### src/rtl/regfile_write_arbiter.sv
`default_nettype none
// ============================================================================
// Module   : regfile_write_arbiter
// Purpose  : Round-robin arbiter for register-file write ports.  Also keeps a
//            busy scoreboard with reservation and hazard-check ports.
// Revision : 1.0 - initial release
// ============================================================================
module regfile_write_arbiter #(
    parameter int REG_WIDTH = 16,
    parameter int NUM_REGS  = 8,
    parameter int REGS_W    = 3,
    parameter int NUM_REQ   = 3
) (
    input  logic                         clk,
    input  logic                         rst,
    input  logic [NUM_REQ-1:0]           req_valid,
    input  logic [NUM_REQ*REGS_W-1:0]    req_rd,
    input  logic [NUM_REQ*REG_WIDTH-1:0] req_data,
    output logic [NUM_REQ-1:0]           req_ready,
    input  logic                         rsv_valid,
    input  logic [REGS_W-1:0]            rsv_rd,
    output logic                         rsv_ready,
    input  logic [REGS_W-1:0]            chk_rs,
    input  logic [REGS_W-1:0]            chk_rt,
    output logic                         chk_hazard,
    output logic                         wr_en,
    output logic [REGS_W-1:0]            wr_rd,
    output logic [REG_WIDTH-1:0]         wr_data,
    output logic [NUM_REGS-1:0]          busy,
    output logic [7:0]                   conflict_cnt
);

    localparam int c_PTR_W = (NUM_REQ > 1) ? $clog2(NUM_REQ) : 1;
    localparam int c_SUM_W = c_PTR_W + 1;
    localparam logic [c_SUM_W-1:0] c_NREQ = c_SUM_W'(NUM_REQ);

    logic [c_PTR_W-1:0]   r_ptr;
    logic                 r_wr_en;
    logic [REGS_W-1:0]    r_wr_rd;
    logic [REG_WIDTH-1:0] r_wr_data;
    logic [NUM_REGS-1:0]  r_busy;
    logic [7:0]           r_cnt;

    logic [NUM_REQ-1:0]   w_rot;
    logic                 w_found;
    logic [c_SUM_W-1:0]   w_sum;
    logic [c_SUM_W-1:0]   w_inc;
    logic [c_PTR_W-1:0]   w_win;
    logic [c_PTR_W-1:0]   w_ptr_nxt;
    logic [NUM_REQ-1:0]   w_grant;
    logic [REGS_W-1:0]    w_sel_rd;
    logic [REG_WIDTH-1:0] w_sel_data;
    logic                 w_multi;
    logic                 w_rsv_fire;
    logic [NUM_REGS-1:0]  w_busy_nxt;

    // Rotate requests so bit 0 is the requester at ptr; the lowest set bit of
    // the rotated vector is the winner, mapped back by adding ptr mod NUM_REQ.
    always_comb begin
        w_rot   = NUM_REQ'({req_valid, req_valid} >> r_ptr);
        w_found = 1'b0;
        w_sum   = '0;
        for (int k = NUM_REQ - 1; k >= 0; k--) begin
            if (w_rot[k]) begin
                w_found = 1'b1;
                w_sum   = {1'b0, r_ptr} + c_SUM_W'(k);
            end
        end
        if (w_sum >= c_NREQ) begin
            w_sum = w_sum - c_NREQ;
        end
        w_win   = w_sum[c_PTR_W-1:0];
        w_grant = '0;
        if (w_found) begin
            w_grant[w_win] = 1'b1;
        end
        w_inc = {1'b0, w_win} + c_SUM_W'(1);
        if (w_inc >= c_NREQ) begin
            w_inc = '0;
        end
        w_ptr_nxt = w_inc[c_PTR_W-1:0];
    end

    always_comb begin
        w_sel_rd   = '0;
        w_sel_data = '0;
        for (int i = 0; i < NUM_REQ; i++) begin
            if (w_grant[i]) begin
                w_sel_rd   = req_rd[i*REGS_W +: REGS_W];
                w_sel_data = req_data[i*REG_WIDTH +: REG_WIDTH];
            end
        end
    end

    // Contention means two or more bits set: clearing the lowest leaves some.
    assign w_multi    = |(req_valid & (req_valid - NUM_REQ'(1)));
    assign rsv_ready  = ~r_busy[rsv_rd];
    assign w_rsv_fire = rsv_valid & rsv_ready;

    // Clear first, then set, so a same-edge reservation wins over the write.
    always_comb begin
        w_busy_nxt = r_busy;
        if (w_found) begin
            w_busy_nxt[w_sel_rd] = 1'b0;
        end
        if (w_rsv_fire) begin
            w_busy_nxt[rsv_rd] = 1'b1;
        end
    end

    always_ff @(posedge clk or negedge rst) begin
        if (!rst) begin
            r_ptr     <= '0;
            r_wr_en   <= 1'b0;
            r_wr_rd   <= '0;
            r_wr_data <= '0;
            r_busy    <= '0;
            r_cnt     <= '0;
        end else begin
            r_wr_en <= w_found;
            r_busy  <= w_busy_nxt;
            if (w_found) begin
                r_ptr     <= w_ptr_nxt;
                r_wr_rd   <= w_sel_rd;
                r_wr_data <= w_sel_data;
            end
            if (w_multi && (r_cnt != 8'hFF)) begin
                r_cnt <= r_cnt + 8'd1;
            end
        end
    end

    assign req_ready    = w_grant;
    assign chk_hazard   = r_busy[chk_rs] | r_busy[chk_rt];
    assign wr_en        = r_wr_en;
    assign wr_rd        = r_wr_rd;
    assign wr_data      = r_wr_data;
    assign busy         = r_busy;
    assign conflict_cnt = r_cnt;

endmodule
`default_nettype wire
### config.mk
export PLATFORM = sky130hd
export DESIGN_NAME = regfile_write_arbiter
export DESIGN_NICKNAME = d
export VERILOG_FILES = /design/src/rtl/regfile_write_arbiter.sv
export SDC_FILE = /design/constraint.sdc
export NUM_CORES = 1
export LEC_CHECK = 0
export CORE_MARGIN = 2
export CORE_UTILIZATION = 44
export CTS_CLUSTER_SIZE = 8
export DETAILED_ROUTE_END_ITERATION = 8
export GPL_TIMING_DRIVEN = 0
export PLACE_DENSITY = 0.86
export SETUP_SLACK_MARGIN = 0.02
export SLEW_MARGIN = 20
export SYNTH_ARGS = -nofsm -noshare
export SYNTH_HDL_FRONTEND = slang
export SYNTH_SLANG_ARGS = --single-unit
### constraint.sdc
create_clock -name clk -period 5.07 [get_ports clk]
set_input_delay 0.7605 -clock clk [delete_from_list [all_inputs] [get_ports clk]]
set_output_delay 0.7605 -clock clk [all_outputs]
set_load 0.01 [all_outputs]
# == Yosys cells after proc, flatten, opt, wreduce, memory -nomap -nowiden ==
# Cells that the tools add are included.
# word_totals
reg_bits,38
out_inout_bits,41
word_cells,65
# classes
n_addsub,6
order_cmp,10
n_eq_ne,1
n_shift,1
mux,29
bitwise_logic,7
n_reduce_logical,5
# op_table
op,n
2-to-1 mux 16 bit,3
2-to-1 mux 3 bit,7
"< comparator 3 x 4 -> 1 bit, second input constant",4
2-to-1 mux 8 bit,2
binary-select mux 1 bit (select 3 bit),3
2-to-1 mux 1 bit,9
"adder 8 x 1 -> 8 bit, second input constant",1
AND 8 bit,1
"!= test 8 bit, second input constant",1
inverter 8 bit,1
bitwise OR 8 bit,1
"adder 2 x 1 -> 3 bit, second input constant",2
demux 1 bit (select 3 bit),2
"greater-or-equal comparator 3 x 1 -> 1 bit, second input constant",2
"greater-or-equal comparator 3 x 2 -> 1 bit, second input constant",2
right shift 6 x 2 -> 3 bit,1
logical AND 1 bit,4
2-to-1 mux 2 bit,2
"adder 2 x 2 -> 3 bit, second input constant",1
AND 3 bit,1
"< comparator 2 x 3 -> 1 bit, second input constant",1
OR reduction 3 bit,1
"subtractor 3 x 1 -> 3 bit, second input constant",1
demux 1 bit (select 2 bit),1
5 further kinds,5

# == Depth between registers and ports, before layout ==
# Gate-level depths: netlist (run 1).
# depth
depth_word,23
depth_mapped,14
depth_no_buf,13

# == Worst setup path before layout (run 1) ==
# No wires, ideal clock.
# synth_path
path_type,input port to flip-flop
start,in req_valid[2]
end,"reg r_busy[1], in the netlist busy[1]"
arrival_ns,3.548
required_time_ns,4.949
slack_ns,1.401
stages,14
n_path_buf,2
cell_sequence,buf_2 -> nor2b_1 -> o21ai_0 -> a21oi_1 -> a211o_1 -> inv_1 -> ha_1 -> a311oi_4 -> mux2_4 -> buf_6 -> a32o_1 -> mux2_4 -> or3_1 -> a22o_1
# synth_between
elab_chain_cells,23
elab_cells_between_ends,29
# synth_lines
element,line_no,rtl
start: declaration,16,"input logic [NUM_REQ-1:0] req_valid,"
right shift 6 x 2 -> 3 bit *,60,"w_rot = NUM_REQ'({req_valid, req_valid} >> r_ptr);"
2-to-1 mux 3 bit (3 in a row),64,if (w_rot[k]) begin
greater-or-equal comparator 3 x 2 -> 1 bit / subtractor 2 bit (equally long branches),"69, 70",
2-to-1 mux 2 bit,69,if (w_sum >= c_NREQ) begin
< comparator 2 x 3 -> 1 bit (implied by the code) / greater-or-equal comparator 2 x 1 -> 1 bit (equally long branches),75,w_grant[w_win] = 1'b1;
logical AND 1 bit (implied by the code),75,
2-to-1 mux 1 bit (implied by the code),75,
demux 1 bit (select 2 bit),75,
[6 not listed],n/a,
2-to-1 mux 1 bit (implied by the code),104,w_busy_nxt[w_sel_rd] = 1'b0;
demux 1 bit (select 3 bit),104,
inverter 8 bit (no line),n/a,
AND 8 bit (no line),n/a,
2-to-1 mux 8 bit *,103,if (w_found) begin
bitwise OR 8 bit (no line),n/a,
2-to-1 mux 8 bit *,106,if (w_rsv_fire) begin
net w_busy_nxt[1],55,logic [NUM_REGS-1:0] w_busy_nxt;
end signal: assignment,121,r_busy <= w_busy_nxt;
end: declaration,41,logic [NUM_REGS-1:0] r_busy;
# The timed path passes the listed nets; every way through them passes the cells marked *.
# A chain may end at the register's enable or synchronous reset.

# == Final worst setup path (run 1) ==
# layout_path
start,in req_valid[2]
end,out req_ready[2]
# layout_between
elab_chain_cells,11
elab_cells_between_ends,16
# layout_lines
element,line_no,rtl
right shift 6 x 2 -> 3 bit *,60,
2-to-1 mux 3 bit (3 in a row),64,
greater-or-equal comparator 3 x 2 -> 1 bit / subtractor 2 bit (equally long branches),"69, 70",
2-to-1 mux 2 bit,69,
< comparator 2 x 3 -> 1 bit (implied by the code) / greater-or-equal comparator 2 x 1 -> 1 bit (equally long branches),75,
logical AND 1 bit (implied by the code),75,
2-to-1 mux 1 bit (implied by the code),75,
demux 1 bit (select 2 bit),75,
2-to-1 mux 3 bit *,74,if (w_found) begin
end: declaration,19,"output logic [NUM_REQ-1:0] req_ready,"
# Every way passes the cells marked *; elsewhere a longest branch is shown, timed or not.

==> results of run 1 <==
## sequential cells by signal, summed over array words and instances, names as in the netlist
signal and count:
wr_data 16, wr_rd 3, wr_en 1, busy 8, conflict_cnt 8, r_ptr 2
## path summary, 6_finish.rpt
kind	startpoint	end	slack (ns)	depth (start not counted)
max	req_valid[2]	req_ready[2]	0.12	13
min	rst	conflict_cnt[6]	0.38	1
max reg2reg	r_ptr[0]	busy[6]	1.32	13
min reg2reg	wr_rd[0]	wr_rd[0]	0.48	2
max in group asynchronous	rst	wr_data[9]	4.23	2
min in group clk	wr_rd[0]	wr_rd[0]	0.48	2
## worst max-delay path: stages
cell,delay [ns]
clkdlybuf4s50_1,0.49
buf_2,0.21
nor2b_1,0.14
o21ai_0,0.08
a21oi_1,0.14
a211o_1,0.22
inv_1,0.06
ha_1,0.21
a311oi_4,0.43
nor2_2,0.09
a211oi_4,0.45
clkbuf_2,0.32
clkdlybuf4s50_1,0.58
## cells by family after synthesis
group | Yosys count | share of synthesized area
flops | 38 | 0.409
compound gates | 94 | 0.298
buf+inv | 28 | 0.0517
fa+ha+maj | 3 | 0.0161
mux | 15 | 0.102
xor+xnor | 7 | 0.0264
simple gates | 44 | 0.0963
## power breakdown
part / switching [mW] / total [mW] / internal, mW
clock network: 0.117 / 0.314 / 0.197
logic: 0.694 / 1.39 / 0.693
registers: 0.118 / 0.567 / 0.449
## cell usage after synthesis, types with 2 or more instances
cell type | n | area, sq um
a21bo_2 | 2 | 20.0
a21o_1 | 3 | 22.5
a21oi_1 | 6 | 30.0
a22oi_1 | 32 | 240
a311oi_1 | 2 | 17.5
a31oi_1 | 8 | 50.1
a32o_1 | 4 | 40.0
a32oi_1 | 3 | 26.3
buf_2 | 3 | 15.0
clkbuf_1 | 10 | 37.5
dfrtp_1 | 38 | 951
ha_1 | 3 | 37.5
inv_1 | 12 | 45.0
mux2_2 | 2 | 22.5
mux2_4 | 2 | 30.0
mux2i_1 | 5 | 50.1
mux4_2 | 6 | 135
nand2_1 | 11 | 41.3
nand2b_1 | 2 | 12.5
nand4_1 | 3 | 18.8
nor2_1 | 12 | 45.0
nor2b_1 | 5 | 31.3
nor3_1 | 3 | 15.0
o211ai_1 | 3 | 22.5
o21ai_0 | 18 | 90.1
o21ai_1 | 3 | 15.0
or3b_1 | 2 | 17.5
xnor2_1 | 4 | 35.0
xor2_1 | 3 | 26.3
## per-stage QoR
| step | hold slack, ns | instances | power [mW] |
|---|---|---|---|
| after floorplan | 0.465 | 229 | 1.36 |
| after global placement | 0.467 | 409 | 1.90 |
| after detailed placement | 0.475 | 410 | 1.95 |
| after CTS | 0.386 | 418 | 2.28 |
| after global routing | 0.399 | 417 | 2.42 |
| final | 0.381 | 417 | 2.27 |
## metal layers
layer / vias to the layer above / share of wire / routed length (microns) / track usage
met2: 107 / 0.50 / 3520 / 0.406
met1: 1157 / 0.40 / 2860 / 0.306
met4: 0 / 0.021 / 150 / 0.100
met5: - / 0 / 0 / 0
met3: 14 / 0.076 / 541 / 0.0706
li1: 1117 / - / - / -
## cells in the final DEF, fill, tap and decap left out, types with 6 or more instances in the layout
cell type,instances
mux4_2,6
nand2_1,11
clkbuf_1,8
dfrtp_1,38
inv_1,12
a22oi_1,32
a31oi_1,8
nor2_1,12
clkdlybuf4s50_1,109
a21oi_1,6
o21ai_0,18
## final cells by class
cell class	count	area [sq um]
Sequential cell	38	951
Clock inverter	3	68.8
Tap cell	70	87.6
Fill cell	396	1440
Clock buffer	5	68.8
Inverter	12	45.0
Buffer	15	72.6
Multi-Input combinational cell	163	1250
Timing Repair Buffer	111	1120
## timing repair
item	4_1_cts	5_1_grt
endpoints found under the setup margin	1	2
buffers inserted	0	0
resized for setup	1	0
endpoints found under the hold margin	0	0
pin swaps	0	1
==> results by group, run 1 <==
Drt
  • Final ANT Viol Nets: 0
  • Final routed DRC violation total: 0
  • Routed wire per std cell: 17.0 microns
  • Total vias in the final route: 2395
  • Number of vias per cell: 5.74
  • Iteration count of the initial detailed-routing pass: 4
  • Total detailed-routing wirelength: 7.08 mm
  • Violation count after the first detailed-route iteration: 139

Clocking
  • TritonCTS Buffers: 5
  • Clock Latency Late Sink: 0.30 ns
  • Deepest clock path buffer count: 2
  • Level count of the clock H-tree: 2
  • Clk sinks: 38
  • Hold Buf Count CTS: 0
  • Post-CTS clock slew at the launch and capture registers of the worst setup and hold paths: 0.08 ns
  • Clock tree root buffer cell: clkbuf_8
  • TritonCTS clock tree: yes

Critical path
  • Kind of critical path: in2out
  • Required time of the worst setup path: 4.31 ns
  • Critical Path Sink Type: output pin
  • Setup crit start kind: primary input
  • Worst EP arrival: 4.19 ns
  • CP max FO: 10

Die
  • Effective utilization at floorplan: 0.455
  • Die Height: 76.7 microns
  • Die extent in x: 76.7 microns
  • Total Die Area: 5880 sq um
  • Number of rows created at floorplan: 26
  • Number of primary I/O pins: 113
  • Floorplan Core Area: 5110 sq um

Synthesis
  • Post-synthesis sequential area ratio: 0.409
  • Yosys warnings: 0
  • Post-Synthesis Cell Area: 2320 sq um
  • Most used flip-flop cell after synthesis: dfrtp_1
  • Netlist cell types: 48
  • Post-synth ARST share: 1.00
  • Instance count of the mapped netlist: 229
  • Number of enable-type register cells in the synthesized netlist: 0
  • Post-Syn Nets: 304
  • Number of register bits inferred by synthesis: 38
  • Average size of a mapped cell: 10.2 sq um

STA
  • Endpoints failing hold: 0
  • Share of the cycle needed by the critical path after routing: 0.977
  • Slew Viols, Final: 0
  • Setup skew after layout: 0.00630 ns
  • Count of endpoints failing setup in the final report: 0
  • Final setup margin: 0.116 ns
  • Setup repair after global routing missed its margin: yes
  • Achievable Freq: 202 MHz
  • Period minus WS final: 4.95 ns
  • Max-Slew Margin vs Limit: 0.409
  • Actual transition at the worst max-transition pin: 0.881 ns
  • Sum of negative setup slack: 0 ns

Placed design
  • Placed Instance Area: 3540 sq um
  • Total half-perimeter wirelength after legalization and detailed placement: 5.45 mm
  • Total of buffers placed on input and output ports: 110
  • Gpl congestion: 0.842
  • Pre-CTS setup slack: -0.0423 ns

Global route
  • Via count of the first global-routing pass: 2396
  • Global-route usage over all layers: 0.247
  • Largest net degree at the start of global routing: 25
  • Antenna violations before repair: 0
  • Global-route wire length before repair: 11.5 mm
  • Final global-route overflow total: 0

Status
  • Outcome: completed

Finish
  • Area added between synthesis and finish: 57.9%
  • Post-layout util: 0.719
  • Fraction of layout instances using a drive strength above 1: 0.0951
  • Number of antenna diodes: 0
  • Layout Nets: 421
  • Total non-filler cell area in the finished layout: 3670 sq um

Pwr
  • Leakage component of the power: 1.49 nW
  • Worst IR drop on VDD: 0.382 mV
  • Power per cell area: 618 nW/um^2

Hold path
  • Min-Delay Path Class: in2async

Flow run
  • Number of max-cap violations: 0
(Power assumes the default switching activity.)
==> run 2, diff against run 1 <==
Settings changed: PLACE_DENSITY 0.86 to 0.88.
==> run 2 against run 1 <==
  * Register-to-register slack worse by 0.04 ns
  * Hold slack better by 0.036 ns
  * Highest routed layer unchanged
  * Sequential share of layout area is 0.30 points higher
==> results by group, run 2 (synthesis results as in run 1) <==
Clocking
  • Level count of the clock H-tree: 2 (unchanged)
  • Post-CTS clock slew at the launch and capture registers of the worst setup and hold paths: 0.08 ns (about the same)
  • Clock tree root buffer cell: clkbuf_8
  • Clk sinks: 38 (unchanged)
  • TritonCTS clock tree: yes
  • Deepest clock path buffer count: 2 (unchanged)
  • Post-CTS setup repair buffer count: 0 (unchanged)
  • Clock Latency Late Sink: 0.29 ns (about the same)
  • TritonCTS Buffers: 5 (unchanged)

Pwr
  • Power per cell area: 596 nW/um^2 (-3.6%)
  • Combinational share of power: 0.637 (+0.026)
  • Switch share: 0.422 (+0.0119)
  • Worst IR drop on VDD: 0.341 mV (-11%)
  • Share of total power in sequential cells: 0.261 (+0.011)
  • Switching Power: 0.912 mW (-1.9%)
  • Proportion of power drawn by the clock network: 0.103 (-0.036)
  • Overall power consumption: 2.16 mW (-4.7%)
  • Leakage component of the power: 1.47 nW (-1.4%)
  • Cell-internal power: 1.25 mW (-6.6%)

Critical path
  • Worst stage delay on the critical path: 0.58 ns (about the same)
  • Capturing point of the worst reg2reg path: busy[1]
  • Worst reg2reg path depth: 14 (+1)
  • Setup crit start kind: primary input
  • Kind of critical path: in2out
  • Required time of the worst setup path: 4.31 ns (about the same)
  • CP max FO: 10 (unchanged)
  • Critical register-to-register path startpoint: r_ptr[0]
  • Slowest CP cell: clkdlybuf4s50_1
  • Cells traversed along the worst timing path: clkdlybuf4s50_1 > buf_2 > nor2b_1 > o32a_1 > inv_1 > ha_1 > a311oi_4 > nor2_2 > a211oi_4 > clkbuf_2 > clkdlybuf4s50_1
  • Critical Path Sink Type: output pin
  • Dominant cell type by count on the critical path: clkdlybuf4s50_1
  • R2R setup slack: 1.28 ns (-0.04 ns)
  • Worst EP arrival: 4.26 ns (+0.07 ns)

Global route
  • Global-route usage over all layers: 0.245 (-0.00234)
  • Final global-route overflow total: 0 (unchanged)
  • Antenna violations before repair: 0 (unchanged)
  • Global-route wire length before repair: 11.7 mm (+1.1%)
  • Largest net degree at the start of global routing: 22 (-12%)
  • Via count of the first global-routing pass: 2499 (+4.3%)

Die
  • Number of primary I/O pins: 113 (unchanged)
  • Die Height: 76.7 microns (unchanged)
  • Effective utilization at floorplan: 0.455 (unchanged)
  • Number of rows created at floorplan: 26 (unchanged)
  • Total Die Area: 5880 sq um (unchanged)
  • Die extent in x: 76.7 microns (unchanged)
  • Floorplan Core Area: 5110 sq um (unchanged)

Hold path
  • Min-Delay Path Class: in2async

Drt
  • Number of vias per cell: 5.74 (about the same)
  • Final ANT Viol Nets: 0 (unchanged)
  • Final routed DRC violation total: 0 (unchanged)
  • Total detailed-routing wirelength: 6.87 mm (-3.0%)
  • Violation count after the first detailed-route iteration: 146 (+5.0%)
  • Iteration count of the initial detailed-routing pass: 4 (unchanged)
  • Routed wire per std cell: 16.5 microns (-3.0%)
  • Total vias in the final route: 2394 (-0.042%)

Flow run
  • Number of max-cap violations: 0 (unchanged)

STA
  • Final setup margin: 0.0524 ns (-0.0636 ns)
  • Count of endpoints failing setup in the final report: 0 (unchanged)
  • Slew Viols, Final: 0 (unchanged)
  • Achievable Freq: 199 MHz (-1.3%)
  • Period minus WS final: 5.02 ns (+0.0636 ns)
  • Actual transition at the worst max-transition pin: 0.886 ns (+0.00573 ns)
  • Max-Slew Margin vs Limit: 0.405 (-0.00385)
  • Setup skew after layout: 0.00389 ns (-0.00241 ns)
  • Share of the cycle needed by the critical path after routing: 0.990 (+0.0125)
  • Setup repair after global routing missed its margin: yes
  • Endpoints failing hold: 0 (unchanged)

Finish
  • Highest-count cells in the layout ignoring fill and taps: clkdlybuf4s50_1, dfrtp_1, a22oi_1
  • Fraction of layout instances using a drive strength above 1: 0.0951 (unchanged)
  • Area added between synthesis and finish: 56.1%
  • Max reg flops: 16 (unchanged)
  • Layout Nets: 421 (unchanged)
  • Number of antenna diodes: 0 (unchanged)
  • Most common cell after layout, fill and taps aside: clkdlybuf4s50_1
  • Post-layout util: 0.710 (-0.00833)
  • Total non-filler cell area in the finished layout: 3630 sq um (-1.2%)

Placed design
  • Total of buffers placed on input and output ports: 110 (unchanged)
  • Placed Instance Area: 3540 sq um (unchanged)
  • Gpl congestion: 0.858 (+1.9%)
  • Pre-CTS setup slack: -0.0767 ns (-0.0345 ns)
  • Total half-perimeter wirelength after legalization and detailed placement: 5.44 mm (-0.12%)

Status
  • Outcome: completed
## run 2: stage by stage
stage / instances / setup TNS, ns / hold slack [ns]
finish: 417 / 0 / 0.417
global route: 417 / -0.167 / 0.427
CTS: 418 / 0 / 0.422
detailed placement: 410 / -0.0767 / 0.471
global placement: 409 / 0 / 0.467
floorplan: 229 / 0 / 0.465
## run 2: final cells by class
class                      instances  area, sq um
tap                               70         87.6
sequential                        38          951
clock buffer                       6         82.6
timing repair buffer             111         1120
clock inverter                     2         12.5
buffer                            15         72.6
multi-input combinational        163         1250
inverter                          12         45.0
fill                             404         1480
## run 2: worst max-delay path by stage
stage	from	to	slack [ns]
2_1_floorplan	req_valid[2]	busy[1]	1.40
3_3_place_gp	req_valid[2]	req_ready[2]	0.03
3_5_place_dp	req_valid[0]	req_ready[2]	-0.08
4_1_cts	req_valid[0]	req_ready[2]	0.02
5_1_grt	req_valid[0]	req_ready[2]	-0.17
6_report	req_valid[0]	req_ready[2]	0.05
## run 2: metal layers
metal,up-vias,track usage,part of all wire
li1,1113,-,-
met2,124,0.411,0.51
met4,0,0.0673,0.014
met3,11,0.0753,0.092
met1,1146,0.305,0.38
met5,-,0,0
## run 2: what timing repair did
item / in CTS / in global routing
endpoints found under the setup margin: 1 / 2
endpoints found under the hold margin: 0 / 0
hold buffers: 0 / 0
resized for setup: 1 / 0
pin swaps: 0 / 1
## run 2: power groups by stage
stage | Clock [mW] | Combinational, mW | Sequential [mW]
after floorplan | 0 | 0.754 | 0.607
after global placement | 0 | 1.34 | 0.563
after detailed placement | 0 | 1.38 | 0.568
after CTS | 0.225 | 1.39 | 0.563
after global routing | 0.240 | 1.52 | 0.584
final | 0.222 | 1.38 | 0.564
## run 2: worst max-delay path, delay by kind of cell
family | cells | cell delay (ns)
simple gates | 2 | 0.37
compound gates | 3 | 1.19
buf+inv | 5 | 1.70
fa+ha+maj | 1 | 0.24
